`src/rtl/uart_cmd_pkg.sv`:
```
// Shared types and constants for the UART command wrapper and the command block.
package uart_cmd_pkg;

    localparam int CMD_BYTES = 3;
    localparam int CMD_W     = 8 * CMD_BYTES;

    localparam logic [7:0] RESP_ACK = 8'hA5;
    localparam logic [7:0] RESP_NAK = 8'hEE;

    typedef enum logic [1:0] {
        WAIT0,
        WAIT1,
        WAIT2,
        HOLD
    } rx_state_t;

    typedef enum logic {
        TX_IDLE,
        TX_BUSY
    } tx_state_t;

endpackage

```
`src/rtl/resp_tx_ctrl.sv`:
```
// Forwards one response byte at a time to the UART transmitter and reports completion.
module resp_tx_ctrl
    import uart_cmd_pkg::*;
(
    input  logic       clk,
    input  logic       rst,
    input  logic [7:0] resp_data,
    input  logic       send_resp,
    input  logic       tx_done,
    output logic [7:0] tx_data,
    output logic       trmt,
    output logic       resp_sent
);

    tx_state_t  state_q, state_d;
    logic [7:0] tx_data_q, tx_data_d;
    logic       trmt_q, trmt_d;
    logic       resp_sent_q, resp_sent_d;

    always_comb begin
        state_d     = state_q;
        tx_data_d   = tx_data_q;
        trmt_d      = 1'b0;
        resp_sent_d = 1'b0;
        case (state_q)
            TX_IDLE: begin
                if (send_resp) begin
                    tx_data_d = resp_data;
                    trmt_d    = 1'b1;
                    state_d   = TX_BUSY;
                end
            end
            TX_BUSY: begin
                // New requests are dropped until the transmitter reports done.
                if (tx_done) begin
                    resp_sent_d = 1'b1;
                    state_d     = TX_IDLE;
                end
            end
            default: state_d = TX_IDLE;
        endcase
    end

    always_ff @(posedge clk) begin
        if (rst) begin
            state_q     <= TX_IDLE;
            tx_data_q   <= 8'h00;
            trmt_q      <= 1'b0;
            resp_sent_q <= 1'b0;
        end else begin
            state_q     <= state_d;
            tx_data_q   <= tx_data_d;
            trmt_q      <= trmt_d;
            resp_sent_q <= resp_sent_d;
        end
    end

    assign tx_data   = tx_data_q;
    assign trmt      = trmt_q;
    assign resp_sent = resp_sent_q;

endmodule

```
`src/rtl/uart_cmd_wrapper.sv`:
```
// Assembles three received UART bytes into a held 24-bit command, with an
// inter-byte timeout, and forwards single response bytes to the transmitter.
module uart_cmd_wrapper
    import uart_cmd_pkg::*;
#(
    parameter int TIMEOUT_CYCLES = 1_000_000
) (
    input  logic             clk,
    input  logic             rst,
    input  logic             rx_rdy,
    input  logic [7:0]       rx_data,
    output logic             clr_rx_rdy,
    output logic [CMD_W-1:0] cmd,
    output logic             cmd_rdy,
    input  logic             clr_cmd_rdy,
    output logic             timeout_err,
    input  logic [7:0]       resp_data,
    input  logic             send_resp,
    output logic             resp_sent,
    output logic [7:0]       tx_data,
    output logic             trmt,
    input  logic             tx_done
);

    localparam int               CNT_W     = $clog2(TIMEOUT_CYCLES + 1);
    localparam logic [CNT_W-1:0] CNT_LIMIT = CNT_W'(TIMEOUT_CYCLES - 1);
    localparam int               BUF_W     = CMD_W - 8;

    rx_state_t        rx_state_q, rx_state_d;
    logic [CNT_W-1:0] cnt_q, cnt_d, cnt_inc;
    logic [BUF_W-1:0] buf_q, buf_d;
    logic [CMD_W-1:0] cmd_q, cmd_d;
    logic             cmd_rdy_q, cmd_rdy_d;
    logic             cap_q;
    logic             capture;
    logic             timeout;

    // cap_q blocks a second capture while the receiver is still dropping rx_rdy.
    always_comb begin
        capture = !rst && rx_rdy && !cap_q && (rx_state_q != HOLD);
        cnt_inc = cnt_q + CNT_W'(1);
    end

    always_comb begin
        rx_state_d = rx_state_q;
        cnt_d      = '0;
        buf_d      = buf_q;
        cmd_d      = cmd_q;
        cmd_rdy_d  = cmd_rdy_q;
        timeout    = 1'b0;
        case (rx_state_q)
            WAIT0: begin
                if (capture) begin
                    buf_d[BUF_W-1 -: 8] = rx_data;
                    rx_state_d          = WAIT1;
                end
            end
            WAIT1, WAIT2: begin
                if (capture) begin
                    if (rx_state_q == WAIT1) begin
                        buf_d[7:0] = rx_data;
                        rx_state_d = WAIT2;
                    end else begin
                        // cmd only changes when a full frame is in, so a timed-out
                        // partial frame never shows up on the output.
                        cmd_d      = {buf_q, rx_data};
                        cmd_rdy_d  = 1'b1;
                        rx_state_d = HOLD;
                    end
                end else if (!rst && cnt_inc == CNT_LIMIT) begin
                    timeout    = 1'b1;
                    rx_state_d = WAIT0;
                end else begin
                    cnt_d = cnt_inc;
                end
            end
            HOLD: begin
                if (clr_cmd_rdy) begin
                    cmd_rdy_d  = 1'b0;
                    rx_state_d = WAIT0;
                end
            end
            default: rx_state_d = WAIT0;
        endcase
    end

    always_ff @(posedge clk) begin
        if (rst) begin
            rx_state_q <= WAIT0;
            cnt_q      <= '0;
            buf_q      <= '0;
            cmd_q      <= '0;
            cmd_rdy_q  <= 1'b0;
            cap_q      <= 1'b0;
        end else begin
            rx_state_q <= rx_state_d;
            cnt_q      <= cnt_d;
            buf_q      <= buf_d;
            cmd_q      <= cmd_d;
            cmd_rdy_q  <= cmd_rdy_d;
            cap_q      <= capture;
        end
    end

    assign clr_rx_rdy  = capture;
    assign timeout_err = timeout;
    assign cmd         = cmd_q;
    assign cmd_rdy     = cmd_rdy_q;

    resp_tx_ctrl u_resp_tx_ctrl (
        .clk       (clk),
        .rst       (rst),
        .resp_data (resp_data),
        .send_resp (send_resp),
        .tx_done   (tx_done),
        .tx_data   (tx_data),
        .trmt      (trmt),
        .resp_sent (resp_sent)
    );

endmodule

```
`config.mk`:
```
export PLATFORM = sky130hd
export DESIGN_NAME = uart_cmd_wrapper
export DESIGN_NICKNAME = d
export VERILOG_FILES = /design/src/rtl/uart_cmd_pkg.sv /design/src/rtl/resp_tx_ctrl.sv /design/src/rtl/uart_cmd_wrapper.sv
export SDC_FILE = /design/constraint.sdc
export NUM_CORES = 1
export LEC_CHECK = 0
export BUFFER_PORTS_ARGS = -buffer_cell sky130_fd_sc_hd__buf_4
export CAP_MARGIN = 25
export CORE_ASPECT_RATIO = 1.1
export CORE_MARGIN = 3
export CORE_UTILIZATION = 57
export CTS_BUF_LIST = sky130_fd_sc_hd__clkbuf_2 sky130_fd_sc_hd__clkbuf_4 sky130_fd_sc_hd__clkbuf_8
export DETAILED_ROUTE_END_ITERATION = 16
export PLACE_DENSITY = 0.84
export SLEW_MARGIN = 10
export SYNTH_ARGS = -nofsm -noshare
export SYNTH_HDL_FRONTEND = slang
export SYNTH_SLANG_ARGS = --single-unit
```
`constraint.sdc`:
```
create_clock -name clk -period 3.5 [get_ports clk]
set_input_delay 0.7 -clock clk [delete_from_list [all_inputs] [get_ports clk]]
set_output_delay 0.7 -clock clk [all_outputs]
set_load 0.01 [all_outputs]
```
==> results.sh <==
export IMPL_status="completed"
export IMPL_grt_max_degree=58
export IMPL_antenna_left=0
export IMPL_syn_area_um2=3270
export IMPL_fp_coreArea_um2=5470
export IMPL_synth_nets=431
export IMPL_place_inst=514
export IMPL_clk_insertion_delay_late_ns=0.34
export IMPL_ys_seq_area_frac=0.460
export IMPL_yosysTopAreaCell="dfxtp_1"
export IMPL_chipHeight_um=85.4
export IMPL_grt_pass1_vias=2684
export IMPL_area_delta_synth_final_pct=22.2
export IMPL_fp_row_count=28
export IMPL_port_buffers=58
export IMPL_final_cells=532
export IMPL_drive_gt1_frac=0.228
export IMPL_hp_start="cmd[11]"
export IMPL_r2r_start="cnt_q[0]"
export IMPL_synth_edf_count=0
export IMPL_crit_type="register to output pin"
export IMPL_r2r_slack_ns=0.59
export IMPL_cp_startpoint="cnt_q[0]"
export IMPL_ff2ff_path_depth=10
export IMPL_gp_congestion=0.867
export IMPL_track_usage=0.230
export IMPL_root_buffer="clkbuf_8"
export IMPL_synth_top_area_frac=0.460
export IMPL_synthCells=403
export IMPL_drtPass1Iterations=4
export IMPL_rsz0062_at_grt="false"
export IMPL_holdCritPathClass="register to register"
export IMPL_via_per_inst=5.54
export IMPL_drv_slew=0
export IMPL_clk_pin_slew_ns=0.07
export IMPL_synth_main_ff_cell="dfxtp_1"
export IMPL_grt_first_pass_wirelength_um=12400
export IMPL_fmax_ghz=0.297
export IMPL_tightest_slew_ns=0.686
export IMPL_dr_first_iter_drc_count=132
export IMPL_hold_viol=0
export IMPL_die_area_um2=6680
export IMPL_ys_ff_latch=75
export IMPL_met3_wirelength_um=412
export IMPL_synthDistinctLibCells=55
export IMPL_critPathArrivalTime_ns=2.67
export IMPL_slew_headroom=0.543
export IMPL_crit_required_ns=2.80
export IMPL_clk_path_buf_depth=2
export IMPL_period_share=0.963
export IMPL_vdd_drop_max_mv=0.367
export IMPL_wl_per_cell_um=13.7
export IMPL_cts_sinks=75
export IMPL_hpwl_um=5080
export IMPL_synth_warnings=0
export IMPL_start_kind="register"
export IMPL_cts_hold_buf=0
export IMPL_start_util=0.598
export IMPL_synthTopCellsByArea="dfxtp_1, nand2_1, a21oi_1"
export IMPL_avgSynthCellArea_um2=8.11
export IMPL_routed_wirelength_um=7300
export IMPL_die_x_um=78.2
export IMPL_antenna_found_initial=0
export IMPL_r2r_end="rx_state_q[0]"
export IMPL_fin_skew_ns=0.00982
export IMPL_cts_htree_levels=3
export IMPL_drv_cap=0
export IMPL_fin_nets=480
export IMPL_cts_made_buffers=9
export IMPL_worstSetupEndpointType="output pin"
export IMPL_wl_met2_um=3630
export IMPL_antenna_cells=0
export IMPL_fin_tns_setup_ns=0
export IMPL_cts_tree="yes"
export IMPL_fin_util=0.731
export IMPL_drcViolationCount=0
export IMPL_finalSetupViolCount=0
export IMPL_leakage_nw=1.51
export IMPL_p_per_area_nw_per_um2=484
export IMPL_grt_ovfl_total=0
export IMPL_highest_layer="met4"
export IMPL_io_pins=59
export IMPL_num_vias=2949
export IMPL_fin_crit_ns=3.37
export IMPL_path_max_fanout=6
export IMPL_async_reset_ff_frac=0
export IMPL_wl_met1_um=3150
export IMPL_endpoint="timeout_err"
sequential cells by signal (all words and copies together), names as in the netlist:
signal	flops
u_resp_tx_ctrl.state_q	1
buf_q	16
cap_q	1
u_resp_tx_ctrl.resp_sent	1
cmd_rdy	1
cmd	24
rx_state_q	2
u_resp_tx_ctrl.tx_data	8
u_resp_tx_ctrl.trmt	1
cnt_q	20
kinds of logic (layout without fill, tap and decap cells):
| family | Yosys count | after routing | synth area share |
|---|---|---|---|
| simple gates | 195 | 195 | 0.287 |
| flops | 75 | 75 | 0.460 |
| compound gates | 71 | 71 | 0.129 |
| buf+inv | 37 | 91 | 0.0483 |
| xor+xnor | 16 | 16 | 0.0429 |
| fa+ha+maj | 6 | 6 | 0.0230 |
| mux | 3 | 3 | 0.00996 |
worst min-delay path by stage:
stage | endpoint | slack (ns) | cells past startpoint
after floorplan | cmd[10] | 0.43 | 2
after global placement | cmd[10] | 0.44 | 2
after detailed placement | cmd[14] | 0.45 | 2
after CTS | buf_q[9] | 0.46 | 2
after global routing | cmd[11] | 0.48 | 2
final | cmd[11] | 0.46 | 2
metrics by stage:
stage	setup WS, ns	power (mW)	instance area (um^2)	hold WS, ns
final	0.130	1.93	3990	0.456
after global routing	0.00354	2.02	3990	0.478
after CTS	0.00413	1.95	3950	0.459
after detailed placement	0.353	1.19	3710	0.446
after global placement	0.418	1.17	3710	0.439
after floorplan	0.583	1.09	3270	0.432
cell type report:
| class | count | area [um^2] |
|---|---|---|
| Clock buffer | 11 | 151 |
| Clock inverter | 5 | 83.8 |
| Fill cell | 421 | 1470 |
| Inverter | 10 | 37.5 |
| Multi-Input combinational cell | 291 | 1620 |
| Sequential cell | 75 | 1520 |
| Tap cell | 75 | 93.8 |
| Timing Repair Buffer | 65 | 488 |
critical path, stage by stage (launching register included):
cell and delay (ns):
dfxtp_2 0.40, ha_2 0.26, nand3_1 0.15, buf_4 0.18
o31ai_1 0.33, and2_1 0.21, nand3_1 0.07, or4b_1 0.50
nor2_1 0.11, buf_4 0.13
layout by cell type, fill, tap and decap left out, drive strengths merged, types with 3 or more instances in the layout:
| master | n |
|---|---|
| a21oi | 52 |
| and2 | 3 |
| and3 | 4 |
| and4 | 3 |
| buf | 65 |
| clkbuf | 11 |
| dfxtp | 75 |
| ha | 6 |
| inv | 11 |
| nand2 | 95 |
| nand3 | 29 |
| nand3b | 3 |
| nand4 | 3 |
| nor2 | 34 |
| nor3 | 3 |
| o21ai | 5 |
| xnor2 | 9 |
| xor2 | 7 |
synth_stat cells (all sizes together) (4+ instances only):
| cell | instances |
|---|---|
| clkbuf | 15 |
| nand2 | 95 |
| dfxtp | 75 |
| ha | 6 |
| o21ai | 5 |
| a21oi | 52 |
| inv | 10 |
| nand3 | 29 |
| xor2 | 7 |
| xnor2 | 9 |
| and3 | 4 |
| nor2 | 34 |
| buf | 12 |
timing repair:
action                                  CTS  global route
endpoints found under the setup margin    1             1
pin swaps                                 0             3
setup buffers                             0             2
resized for setup                         1            13
power breakdown:
group / internal [mW] / total [mW] / switching (mW)
Combinational: 0.0938 / 0.248 / 0.154
Sequential: 0.890 / 0.917 / 0.0264
Clock: 0.443 / 0.770 / 0.327
layer usage:
metal	global-route usage	vias up
met5	0	-
met4	0.0843	0
met3	0.0573	12
met2	0.382	81
met1	0.288	1393
li1	-	1463
No activity file was read; power rests on OpenSTA's default activity.
